### src/rtl/trap_ctrl.sv
// trap_ctrl: machine-mode trap sequencer.
// Arbitrates a synchronous exception, NUM_IRQ prioritised level interrupts and
// mret in IDLE, then steps through the CSR side-effects one write per cycle and
// finishes with a single redirect cycle toward a target latched at accept time.
//
//   state     | meaning
//   ----------+-----------------------------------------------------------
//   IDLE      | waiting; accept decision made combinationally here
//   W_MEPC    | write mepc  (0x341) with the latched pc
//   W_MCAUSE  | write mcause(0x342) with the latched cause
//   W_MTVAL   | write mtval (0x343) with the latched tval
//   W_MSTATUS | write mstatus: MPIE<-MIE, MIE<-0, MPP<-M
//   REDIR     | flush to the latched trap target, claim pulse for interrupts
//   R_MSTATUS | mret: write mstatus with MIE<-MPIE, MPIE<-1
//   R_REDIR   | mret: flush to the current mepc
module trap_ctrl #(
  parameter int NUM_IRQ        = 4,
  parameter int IRQ_CAUSE_BASE = 16,
  parameter bit VECTORED_EN    = 1'b1
) (
  input  logic               clk,
  input  logic               rst,
  input  logic [NUM_IRQ-1:0] irq_i,
  input  logic [NUM_IRQ-1:0] irq_en_i,
  input  logic               commit_valid_i,
  input  logic [31:0]        pc_i,
  input  logic               exc_valid_i,
  input  logic [4:0]         exc_code_i,
  input  logic [31:0]        exc_tval_i,
  input  logic               mret_i,
  input  logic [31:0]        csr_mtvec_i,
  input  logic [31:0]        csr_mepc_i,
  input  logic [31:0]        csr_mstatus_i,
  output logic               csr_we_o,
  output logic [11:0]        csr_waddr_o,
  output logic [31:0]        csr_wdata_o,
  output logic               stallreq_o,
  output logic               flush_o,
  output logic [31:0]        redirect_pc_o,
  output logic [NUM_IRQ-1:0] irq_claim_o
);

  localparam int IDX_W = (NUM_IRQ > 1) ? $clog2(NUM_IRQ) : 1;

  localparam logic [11:0] ADDR_MSTATUS = 12'h300;
  localparam logic [11:0] ADDR_MEPC    = 12'h341;
  localparam logic [11:0] ADDR_MCAUSE  = 12'h342;
  localparam logic [11:0] ADDR_MTVAL   = 12'h343;

  typedef enum logic [2:0] {
    IDLE      = 3'd0,
    W_MEPC    = 3'd1,
    W_MCAUSE  = 3'd2,
    W_MTVAL   = 3'd3,
    W_MSTATUS = 3'd4,
    REDIR     = 3'd5,
    R_MSTATUS = 3'd6,
    R_REDIR   = 3'd7
  } state_e;

  state_e             state_q, state_d;
  logic [31:0]        pc_q, pc_d;
  logic [31:0]        cause_q, cause_d;
  logic [31:0]        tval_q, tval_d;
  logic [31:0]        target_q, target_d;
  logic [IDX_W-1:0]   src_q, src_d;
  logic               is_irq_q, is_irq_d;

  logic [NUM_IRQ-1:0] irq_pend;
  logic               irq_found;
  logic [IDX_W-1:0]   irq_idx;
  logic [31:0]        irq_code;
  logic               take_exc, take_irq, take_ret, accept;
  logic [31:0]        mtvec_base;
  logic               vec_mode;
  logic [31:0]        mstatus_trap, mstatus_ret;

  // Fixed-priority encoder: the lowest-numbered enabled pending source wins.
  always_comb begin
    irq_pend  = irq_i & irq_en_i;
    irq_found = 1'b0;
    irq_idx   = '0;
    for (int k = NUM_IRQ - 1; k >= 0; k--) begin
      if (irq_pend[k]) begin
        irq_found = 1'b1;
        irq_idx   = IDX_W'(k);
      end
    end
  end

  // Accept decision; only meaningful while IDLE. Exception beats interrupt beats mret.
  always_comb begin
    take_exc   = exc_valid_i;
    take_irq   = !exc_valid_i && commit_valid_i && csr_mstatus_i[3] && irq_found;
    take_ret   = !exc_valid_i && !take_irq && mret_i && commit_valid_i;
    accept     = take_exc || take_irq || take_ret;
    irq_code   = 32'(IRQ_CAUSE_BASE) + 32'(irq_idx);
    mtvec_base = {csr_mtvec_i[31:2], 2'b00};
    vec_mode   = VECTORED_EN && (csr_mtvec_i[1:0] == 2'b01);
  end

  // mstatus rewrites for trap entry and mret; MPP is left untouched on return.
  always_comb begin
    mstatus_trap        = csr_mstatus_i;
    mstatus_trap[7]     = csr_mstatus_i[3];
    mstatus_trap[3]     = 1'b0;
    mstatus_trap[12:11] = 2'b11;
    mstatus_ret         = csr_mstatus_i;
    mstatus_ret[3]      = csr_mstatus_i[7];
    mstatus_ret[7]      = 1'b1;
  end

  // State and latch register; reset aborts any sequence in flight.
  always_ff @(posedge clk or posedge rst) begin
    if (rst) begin
      state_q  <= IDLE;
      pc_q     <= '0;
      cause_q  <= '0;
      tval_q   <= '0;
      target_q <= '0;
      src_q    <= '0;
      is_irq_q <= 1'b0;
    end else begin
      state_q  <= state_d;
      pc_q     <= pc_d;
      cause_q  <= cause_d;
      tval_q   <= tval_d;
      target_q <= target_d;
      src_q    <= src_d;
      is_irq_q <= is_irq_d;
    end
  end

  // Next-state and latch capture; inputs are ignored outside IDLE.
  always_comb begin
    state_d  = state_q;
    pc_d     = pc_q;
    cause_d  = cause_q;
    tval_d   = tval_q;
    target_d = target_q;
    src_d    = src_q;
    is_irq_d = is_irq_q;
    case (state_q)
      IDLE: begin
        if (take_exc) begin
          state_d  = W_MEPC;
          pc_d     = pc_i;
          cause_d  = {27'b0, exc_code_i};
          tval_d   = exc_tval_i;
          target_d = mtvec_base;
          src_d    = '0;
          is_irq_d = 1'b0;
        end else if (take_irq) begin
          state_d  = W_MEPC;
          pc_d     = pc_i;
          cause_d  = {1'b1, irq_code[30:0]};
          tval_d   = '0;
          target_d = vec_mode ? (mtvec_base + (irq_code << 2)) : mtvec_base;
          src_d    = irq_idx;
          is_irq_d = 1'b1;
        end else if (take_ret) begin
          state_d  = R_MSTATUS;
        end
      end
      W_MEPC:    state_d = W_MCAUSE;
      W_MCAUSE:  state_d = W_MTVAL;
      W_MTVAL:   state_d = W_MSTATUS;
      W_MSTATUS: state_d = REDIR;
      REDIR:     state_d = IDLE;
      R_MSTATUS: state_d = R_REDIR;
      R_REDIR:   state_d = IDLE;
      default:   state_d = IDLE;
    endcase
  end

  // Outputs decoded from the state register; stall also covers the accept cycle.
  always_comb begin
    csr_we_o      = 1'b0;
    csr_waddr_o   = '0;
    csr_wdata_o   = '0;
    flush_o       = 1'b0;
    redirect_pc_o = '0;
    irq_claim_o   = '0;
    stallreq_o    = (state_q != IDLE) || accept;
    case (state_q)
      W_MEPC: begin
        csr_we_o    = 1'b1;
        csr_waddr_o = ADDR_MEPC;
        csr_wdata_o = pc_q;
      end
      W_MCAUSE: begin
        csr_we_o    = 1'b1;
        csr_waddr_o = ADDR_MCAUSE;
        csr_wdata_o = cause_q;
      end
      W_MTVAL: begin
        csr_we_o    = 1'b1;
        csr_waddr_o = ADDR_MTVAL;
        csr_wdata_o = tval_q;
      end
      W_MSTATUS: begin
        csr_we_o    = 1'b1;
        csr_waddr_o = ADDR_MSTATUS;
        csr_wdata_o = mstatus_trap;
      end
      REDIR: begin
        flush_o       = 1'b1;
        redirect_pc_o = target_q;
        if (is_irq_q) irq_claim_o = NUM_IRQ'(1) << src_q;
      end
      R_MSTATUS: begin
        csr_we_o    = 1'b1;
        csr_waddr_o = ADDR_MSTATUS;
        csr_wdata_o = mstatus_ret;
      end
      R_REDIR: begin
        flush_o       = 1'b1;
        redirect_pc_o = csr_mepc_i;
      end
      default: ;
    endcase
  end

endmodule

### config.mk
export PLATFORM = sky130hd
export DESIGN_NAME = trap_ctrl
export DESIGN_NICKNAME = d
export VERILOG_FILES = /design/src/rtl/trap_ctrl.sv
export SDC_FILE = /design/constraint.sdc
export NUM_CORES = 1
export LEC_CHECK = 0
export CAP_MARGIN = 10
export CORE_MARGIN = 3
export CORE_UTILIZATION = 39
export DETAILED_ROUTE_END_ITERATION = 8
export PLACE_DENSITY = 0.78
export SYNTH_ARGS = -nofsm -noshare
export SYNTH_HDL_FRONTEND = slang
export SYNTH_SLANG_ARGS = --single-unit
### constraint.sdc
create_clock -name clk -period 3.66 [get_ports clk]
set_input_delay 0.915 -clock clk [delete_from_list [all_inputs] [get_ports clk]]
set_output_delay 0.915 -clock clk [all_outputs]
set_load 0.01 [all_outputs]
## Yosys cells after proc, flatten, opt, wreduce, memory -nomap -nowiden

Cells that the tools add are included.

| word-level totals | value |
|---|---|
| register bits after elaboration | 134 |
| latch bits | 0 |
| memory bits (writable) | 0 |
| bits in read-only memories | 0 |
| input port bits | 178 |
| output and inout port bits | 83 |
| word-level logic and storage cells | 70 |
| memories | 0 |

| operators by class | value |
|---|---|
| add/subtract/negate cells | 2 |
| $mul | 0 |
| div/mod/pow operators | 0 |
| magnitude comparators | 0 |
| equal/unequal tests | 9 |
| shift operators | 1 |
| mux-type cells | 32 |
| bitwise gates (word level) | 1 |
| reductions and logical operators | 18 |

Operators by type and width:

| operator | number |
|---|---|
| two-way mux 32 bit | 9 |
| one-hot mux 32 bit (5 select lines) | 1 |
| one-hot mux 32 bit (2 select lines) | 1 |
| one-hot mux 10 bit (4 select lines) | 1 |
| adder 32 x 8 -> 32 bit | 1 |
| one-hot mux 3 bit (7 select lines) | 1 |
| == test 3 bit, second input constant | 4 |
| two-way mux 2 bit | 6 |
| two-way mux 3 bit | 3 |
| two-way mux 1 bit | 8 |
| two-way mux 4 bit | 2 |
| adder 5 x 2 -> 6 bit, first input constant | 1 |
| == test 3 x 2 -> 1 bit, second input constant | 2 |
| logical AND 1 bit | 6 |
| OR reduction 5 bit | 1 |
| AND 4 bit | 1 |
| != test 4 bit, second input constant | 1 |
| OR reduction 2 bit | 2 |
| << shifter 1 x 2 -> 4 bit, first input constant | 1 |
| == test 3 x 1 -> 1 bit, second input constant | 1 |
| logical NOT 3 bit | 1 |
| logical OR 1 bit | 3 |
| nonzero test 3 bit | 1 |
| == test 2 x 1 -> 1 bit, second input constant | 1 |
| other kinds (3) | 4 |

## Longest topological paths before layout

Gate-level depths: netlist of run 1.

| depth | value |
|---|---|
| word-level depth | 14 |
| mapped depth | 11 |
| mapped depth without buffers | 10 |

## Least setup slack after synthesis of run 1

No wires, ideal clock.

| timing | value |
|---|---|
| path kind | input to register |
| start point | in irq_i[2] |
| end point | reg target_q[25] |
| data arrival time | 2775 ps |
| path slack | 803 ps |
| stages | 11 |
| buffers on the path | 2 |
| path through | nand2_1 a32oi_1 a21oi_1 ha_1 o211ai_1 o31a_1 buf_6 nand2b_4 buf_6 or4_1 a31oi_1 |

| on the way | value |
|---|---|
| word-level cells in the longest chain between the ends | 9 |

Ends and longest elaborated chain:

| item | line | text |
|---|---|---|
| start: declaration | 23 | `input logic [NUM_IRQ-1:0] irq_i,` |
| AND 4 bit (*) | 80 | `irq_pend = irq_i & irq_en_i;` |
| two-way mux 2 bit (3 in series) | 84 | `if (irq_pend[k]) begin` |
| adder 5 x 2 -> 6 bit | 97 | `irq_code = 32'(IRQ_CAUSE_BASE) + 32'(irq_idx);` |
| adder 32 x 8 -> 32 bit | 158 | `target_d = vec_mode ? (mtvec_base + (irq_code << 2)) : mtvec_base;` |
| two-way mux 32 bit | 158 |  |
| two-way mux 32 bit | 153 | `end else if (take_irq) begin` |
| two-way mux 32 bit | 145 | `if (take_exc) begin` |
| end signal: assignment | 128 | `target_q <= target_d;` |
| end: declaration | 65 | `logic [31:0] target_q, target_d;` |

Every way passes the cells marked *; elsewhere a longest branch is shown, timed or not. The select of a mux whose other input is x is not followed.
A chain may end at the register's enable or synchronous reset.

## Final worst setup path of run 1

| timing | value |
|---|---|
| start point | in irq_i[3] |
| end point | out stallreq_o |

| on the way | value |
|---|---|
| word-level cells in the longest chain between the ends | 12 |

Ends and longest elaborated chain:

| item | line | text |
|---|---|---|
| AND 4 bit (*) | 80 |  |
| two-way mux 1 bit (*) (4 in series) | 84 |  |
| logical AND 1 bit (*) | 94 | `take_irq = !exc_valid_i && commit_valid_i && csr_mstatus_i[3] && irq_found;` |
| logical NOT 1 bit | 95 | `take_ret = !exc_valid_i && !take_irq && mret_i && commit_valid_i;` |
| logical AND 1 bit (3 in series) | 95 |  |
| logical OR 1 bit (*) | 96 | `accept = take_exc \|\| take_irq \|\| take_ret;` |
| logical OR 1 bit (*) | 184 | `stallreq_o = (state_q != IDLE) \|\| accept;` |
| end: declaration | 37 | `output logic stallreq_o,` |

Every way passes the cells marked *; elsewhere a longest branch is shown, timed or not.

==> results of run 1 <==
[routing by layer]
metal	vias up	track usage, %	wire, um
met5	-	0	9
met4	2	6.601	363
met3	26	5.035	1514
met2	245	36.28	8739
met1	2683	29.15	8219
li1	2830	-	-
[registers in the layout, indices dropped and copies added (netlist names)]
signal and count:
pc_q 32, src_q 2, state_q 3, target_q 30, cause_q 6, tval_q 32
[worst max-delay path: cells and delay by family]
kind,cells,cell delay [ns]
buffers and inverters,3,1.10
AO/OA/AOI/OAI,3,0.43
AND/OR/NAND/NOR,1,0.21
[logic make-up (layout without fill, tap and decap cells)]
kind of cell	count (synthesis)	after routing	synth area share, %
compound gates	138	138	15.56
xor+xnor	22	22	3.229
fa+ha+maj	2	2	0.4193
buf+inv	62	296	4.865
flops	105	105	44.03
mux	63	63	10.67
other cells	1	7	0.06285
simple gates	287	287	21.16
[cell usage in the layout (no fill, tap or decap), types with 9 or more instances in the layout]
cell / n
clkdlybuf4s50_1: 253
nand2_1: 155
dfrtp_1: 104
nor2_1: 62
mux2i_1: 58
o21ai_0: 53
a22o_1: 35
buf_4: 17
nand4_1: 14
nand3_1: 12
xor2_1: 12
a21oi_1: 12
a31oi_1: 11
xnor2_1: 10
clkbuf_16: 9
[power groups by stage]
stage	registers (uW)	clock network, uW	logic (uW)
final	2120	923	3130
after global routing	2190	991	3450
after CTS	2110	941	3170
after detailed placement	2130	0	3160
after global placement	2120	0	3110
after floorplan	1920	0	1910
[final timing paths]
kind,end,cells after the start
max,stallreq_o,7
min,pc_q[6],2
max reg2reg,cause_q[1],5
min reg2reg,pc_q[6],2
max in group asynchronous,pc_q[14],3
min in group asynchronous,cause_q[4],2
[cell type report]
| cell class | instances | area, sq um |
|---|---|---|
| Fill cell | 1317 | 5772 |
| Inverter | 7 | 30.03 |
| Multi-Input combinational cell | 519 | 3087 |
| Clock inverter | 7 | 58.81 |
| Sequential cell | 105 | 2631 |
| Clock buffer | 9 | 225.2 |
| Timing Repair Buffer | 273 | 2720 |
| Tap cell | 184 | 230.2 |
[stage by stage]
step	cells	util [%]	cell area, sq um	power [uW]	worst slack [ns]
final	1104	60.88	8982	6174	0.08665
after global routing	1104	60.88	8982	6626	-0.04203
after floorplan	686	-	5993	3825	0.8033
after CTS	1104	60.83	8975	6225	0.001247
after detailed placement	1088	58.90	8691	5284	0.001236
after global placement	1088	58.90	8691	5229	0.09914
==> impl_metrics.sql, run 1 <==
INSERT INTO impl_metrics (metric_group, metric, value, unit) VALUES
('outcome', 'run_status', 'complete, no violations', ''),
('placement', 'gpl.final_weighted_congestion', '0.8799', ''),
('timing', 'max_freq', '0.2799', 'GHz'),
('grt', 'grt_usage', '22.03', '%'),
('timing', 'final_report_setup_violation_count', '0', ''),
('detailed_routing', 'routedWlPerCell', '17.07', 'um'),
('power', 'power.static_leakage', '0.003849', 'uW'),
('timing', 'clock_skew', '0.01513', 'ns'),
('power', 'combPwrFrac', '50.8', '%'),
('floorplan', 'start_util', '40.44', '%'),
('floorplan', 'die_area', '16820', 'sq um'),
('timing', 'unrepaired_setup_endpoints_after_global_routing', 'yes', ''),
('job', 'max-cap-violations', '0', ''),
('worst_setup_path', 'critical-path-top-cell-by-count', 'clkdlybuf4s50_1', ''),
('worst_setup_path', 'cp_slowest_stage_delay', '0.54', 'ns'),
('floorplan', 'die_width', '129.7', 'um'),
('detailed_routing', 'first_iter_violations', '328', ''),
('clocking', 'ctsRootBufferMaster', 'clkbuf_16', ''),
('clocking', 'total_number_of_h_tree_levels', '3', ''),
('worst_setup_path', 'crit_path_cell_chain', 'clkdlybuf4s50_1, a22oi_1, a21boi_1, o21ai_0, and3b_1, inv_1, clkdlybuf4s50_1', ''),
('floorplan', 'die_height', '129.7', 'um'),
('worst_hold_path', 'min_path_type', 'reg -> reg', ''),
('detailed_routing', 'detail_route.wirelength', '18.85', 'mm'),
('worst_setup_path', 'worst-path-max-fanout', '3', ''),
('synthesis', 'asyncSetResetFlopFracSynth', '100.0', '%'),
('detailed_routing', 'dr.pass1.iters', '5', ''),
('synthesis', 'synth.top_cell.area_share', '44.03', '%'),
('finish', 'areaGrowthSynthToFinish', '50.53', '%'),
('worst_setup_path', 'critical_path_arrival', '2.66', 'ns'),
('clocking', 'clock_tree.buffer_depth', '2', ''),
('synthesis', 'synth_area_per_cell', '8.775', 'sq um'),
('synthesis', 'synth.lib_cells_used.distinct', '52', ''),
('worst_setup_path', 'startpoint', 'irq_i[3]', ''),
('timing', 'worst-slew-pin-transition', '0.6875', 'ns'),
('power', 'sw_frac_of_total', '38.66', '%'),
('detailed_routing', 'drt-vias-per-instance', '5.241', ''),
('power', 'pwr-share-seq', '34.3', '%'),
('worst_hold_path', 'hold_path.startpoint', 'pc_q[6]', ''),
('clocking', 'holdBufCountCts', '0', ''),
('detailed_routing', 'vias', '5786', ''),
('power', 'power_switching', '2387', 'uW'),
('timing', 'slew_viol_final', '0', ''),
('grt', 'total_overflow_reported_by_the_global_router', '0', ''),
('timing', 'fin_worst_hold_slack', '0.4645', 'ns'),
('floorplan', 'num_rows', '44', ''),
('synthesis', 'leading_cell_type_by_number_of_instances_after_synthesis', 'nand2_1', ''),
('power', 'power.density_cell_area', '687.3', 'nW/um^2'),
('power', 'power_report.internal_total', '3787', 'uW'),
('placement', 'detailed_place_hpwl', '14.40', 'mm'),
('synthesis', 'post-synth-top-area-cell', 'dfrtp_1', ''),
('worst_setup_path', 'cp.required', '2.74', 'ns'),
('clocking', 'tritoncts.num_buffers', '9', ''),
('timing', 'report.final.hold_viol_count', '0', ''),
('synthesis', 'yosys_register_bits', '105', ''),
('synthesis', 'synth_enable_flop_cells', '0', ''),
('clocking', 'worst_setup_hold_path_clk_slew', '0.07', 'ns'),
('placement', 'io_buffer_count', '253', ''),
('power', 'share_of_total_power_in_the_clock_network', '15.0', '%'),
('synthesis', 'netlist_top_cells_area', 'dfrtp_1 44%, nand2_1 9.8%, mux2i_1 9.7%, a22o_1 5.1%, o21ai_0 4.4%', ''),
('floorplan', 'core', '14750', 'sq um'),
('clocking', 'insertion_delay', '0.34', 'ns'),
('synthesis', 'synth_top_cells_by_count', '156 x nand2_1, 105 x dfrtp_1, 62 x nor2_1', ''),
('clocking', 'post_cts.resized_instances', '0', ''),
('worst_setup_path', 'r2r_start', 'state_q[1]', ''),
('clocking', 'post-cts-setup-buffer-count', '0', ''),
('power', 'vdd_drop_max', '0.3017', 'mV'),
('worst_setup_path', 'reg2reg_setup_slack', '1.35', 'ns'),
('timing', 'period_needed', '3.573', 'ns'),
('worst_setup_path', 'setup.worst_path.end_class', 'output port', ''),
('grt', 'first_global_vias', '5732', ''),
('synthesis', 'synth.yosys.warnings', '0', '');
No activity file was read; power rests on OpenSTA's default activity.
==> run 2, diff against run 1 <==
Settings changed: CTS_CLUSTER_DIAMETER set to 40, HOLD_SLACK_MARGIN set to 0.15.
==> results of run 2 <==
Same layout as run 1: the final DEF is identical, and so are final timing and power.
==> run 3, diff against run 2 <==
Settings changed: CORE_MARGIN 3 to 1.5, RECOVER_POWER set to 100.
==> run 3 against run 2 <==
  * Register-to-register slack lost 0.71 ns
  * Maximum frequency is 1.1% higher
  * Non-clock buffer count increased by 6
  * Power is essentially flat
  * Cell area grew 0.42%
  * Critical endpoint unchanged
  * Largest cell class unchanged
==> impl_metrics.sql, run 3 (synthesis gave the netlist of run 1 again) <==
INSERT INTO impl_metrics (metric_group, metric, value, unit) VALUES
('worst_setup_path', 'startpoint', 'irq_i[3]', ''),
('clocking', 'tritoncts.num_buffers', '9', ''),
('clocking', 'tritoncts_clock_tree', 'built', ''),
('grt', 'grt_max_degree', '96', ''),
('grt', 'first_global_vias', '5625', ''),
('finish', 'reg_top3', 'pc_q: 32 flops, tval_q: 32 flops, target_q: 30 flops', ''),
('floorplan', 'die_width', '126.7', 'um'),
('finish', 'layout.core_utilization', '59.78', '%'),
('worst_hold_path', 'min_path_type', 'reg -> reg', ''),
('grt', 'antenna_found_initial', '0', ''),
('detailed_routing', 'vias', '5879', ''),
('worst_setup_path', 'critical_path_arrival', '2.62', 'ns'),
('clocking', 'worst_setup_hold_path_clk_slew', '0.06', 'ns'),
('grt', 'grt_usage', '23.85', '%'),
('timing', 'period_needed', '3.533', 'ns'),
('worst_setup_path', 'cp_slowest_stage_delay', '0.54', 'ns'),
('power', 'power.density_cell_area', '684.4', 'nW/um^2'),
('worst_setup_path', 'worstSetupStartpointType', 'primary input', ''),
('clocking', 'cts.sink_count', '105', ''),
('worst_setup_path', 'worst_path_class_setup', 'in -> out', ''),
('floorplan', 'core', '15090', 'sq um'),
('clocking', 'insertion_delay', '0.34', 'ns'),
('clocking', 'ctsRootBufferMaster', 'clkbuf_16', ''),
('timing', 'max_freq', '0.2830', 'GHz'),
('clocking', 'holdBufCountCts', '0', ''),
('detailed_routing', 'drc', '0', ''),
('finish', 'areaGrowthSynthToFinish', '51.16', '%'),
('worst_hold_path', 'hold_path.startpoint', 'pc_q[11]', ''),
('floorplan', 'num_rows', '45', ''),
('placement', 'detailed_place_hpwl', '13.89', 'mm'),
('floorplan', 'boundaryPins', '261', ''),
('finish', 'nFillCells', '1331', ''),
('timing', 'layout_worst_path_cycle_share', '96.54', '%'),
('timing', 'clock_skew', '0.008867', 'ns'),
('floorplan', 'start_util', '39.54', '%'),
('finish', 'drive_gt1_share', '5.508', '%'),
('worst_setup_path', 'worst-path-max-fanout', '2', ''),
('timing', 'final.setup.tns', '0', 'ns'),
('worst_setup_path', 'sum_of_buffers_and_inverters_on_the_critical_path', '3', ''),
('clocking', 'total_number_of_h_tree_levels', '3', ''),
('detailed_routing', 'routedWlPerCell', '16.88', 'um'),
('finish', 'n_antenna_cell', '0', ''),
('timing', 'report.final.hold_viol_count', '0', ''),
('timing', 'slew_viol_final', '0', ''),
('finish', 'final_net_count', '1101', ''),
('power', 'power.static_leakage', '0.004041', 'uW'),
('detailed_routing', 'first_iter_violations', '326', ''),
('finish', 'layout_commonest_cell', 'clkdlybuf4s50_1', ''),
('worst_setup_path', 'setup.worst_path.end_class', 'output port', ''),
('worst_setup_path', 'cp.required', '2.74', 'ns'),
('power', 'vdd_drop_max', '0.2676', 'mV'),
('timing', 'unrepaired_setup_endpoints_after_global_routing', 'no', ''),
('detailed_routing', 'antenna_left', '0', ''),
('job', 'max-cap-violations', '0', ''),
('timing', 'timing.max_slew.rel_slack', '13.27', '%'),
('detailed_routing', 'drt-vias-per-instance', '5.277', ''),
('clocking', 'clock_tree.buffer_depth', '2', ''),
('placement', 'io_buffer_count', '253', ''),
('timing', 'final_report_setup_violation_count', '0', ''),
('outcome', 'run_status', 'complete, no violations', ''),
('floorplan', 'die_area', '16050', 'sq um'),
('worst_setup_path', 'critical-path-top-cell-by-count', 'clkdlybuf4s50_1', ''),
('detailed_routing', 'dr.pass1.iters', '5', ''),
('floorplan', 'die_height', '126.7', 'um'),
('timing', 'worst-slew-pin-transition', '1.301', 'ns'),
('placement', 'gpl.final_weighted_congestion', '0.9015', ''),
('power', 'power', '6173', 'uW'),
('grt', 'total_overflow_reported_by_the_global_router', '0', ''),
('finish', 'most-common-layout-cells', '187 x clkdlybuf4s50_1, 155 x nand2_1, 104 x dfrtp_1', ''),
('worst_setup_path', 'crit_path_cell_chain', 'clkdlybuf4s50_1, a22oi_2, a21boi_1, o21ai_0, and3b_1, inv_1, clkdlybuf4s50_1', ''),
('detailed_routing', 'detail_route.wirelength', '18.80', 'mm'),
('clocking', 'post-cts-setup-buffer-count', '0', ''),
('grt', 'grt_pass1_wl', '30.03', 'mm'),
('worst_setup_path', 'timing.critical_path.max_delay_family', 'buffers and inverters', ''),
('worst_setup_path', 'cpMaxStageDelayCell', 'clkdlybuf4s50_1', ''),
('worst_setup_path', 'r2r_start', 'state_q[1]', '');
[run 3: changes by cell type in the layout (fill, tap and decap cells not counted), moves of 2 or more]
| cell | previous run | this run |
|---|---|---|
| clkbuf_1 | 0 | 4 |
| clkbuf_2 | 0 | 2 |
| clkbuf_4 | 0 | 3 |
| clkinvlp_4 | 2 | 0 |
| clkdlybuf4s50_1 | 253 | 187 |
| bufinv_16 | 0 | 2 |
| buf_4 | 17 | 15 |
| dlygate4sd3_1 | 0 | 66 |
| nand2b_1 | 1 | 3 |
[run 3: routing by layer]
layer	part of all wire, %	vias to the layer above	track usage, %
met5	0	-	0
met4	0.99	0	5.882
met3	7.8	18	4.850
met2	48	258	40.50
met1	43	2756	31.38
li1	-	2847	-
[run 3: per-stage QoR]
stage / hold slack (ns) / area, sq um / worst slack [ns] / cells
global route: 0.4868 / 9020 / 0.01015 / 1114
finish: 0.4651 / 9020 / 0.1266 / 1114
floorplan: 0.4348 / 5993 / 0.8033 / 686
CTS: 0.4699 / 9067 / 0.01361 / 1114
global placement: 0.4467 / 8741 / 0.04924 / 1098
detailed placement: 0.4545 / 8741 / 0.01773 / 1098
[run 3: worst register-to-register path, cell delays in order, from the launching register on]
cell and delay [ns]:
dfrtp_4 0.64, nor3_1 0.61, o2111ai_1 0.31, nand2_2 0.15, clkbuf_1 0.95, nand2_1 0.19, nand2_1 0.12
[run 3: layout make-up]
class,count,area (sq um),share of cell area [%]
timing repair buffer,279,2733,30.30
clock inverter,6,87.58,0.9710
tap,188,235.2,2.608
multi-input combinational,519,3067,34.00
sequential,105,2631,29.17
inverter,7,27.53,0.3052
clock buffer,10,239.0,2.649
[run 3: repair_timing]
| item | CTS | global route |
|---|---|---|
| endpoints found under the setup margin | 0 | 1 |
| resized for setup | 0 | 3 |
| hold endpoints to repair | 0 | 0 |
[run 3: worst paths after layout]
kind                            slack, ns         end  cells past startpoint
worst max-delay path                 0.13  stallreq_o                      7
worst min-delay path                 0.47    pc_q[11]                      2
worst max register to register       0.64    pc_q[13]                      6
worst min register to register       0.47    pc_q[11]                      2
max in group asynchronous            0.83  state_q[1]                      3
min in group asynchronous            1.03     pc_q[0]                      2
[run 3: power breakdown]
part	leakage (uW)	internal (uW)	switching [uW]	total, uW
Combinational	0.00259	1500	1510	3010
Clock	0.000163	621	438	1060
Sequential	0.00129	1700	413	2110
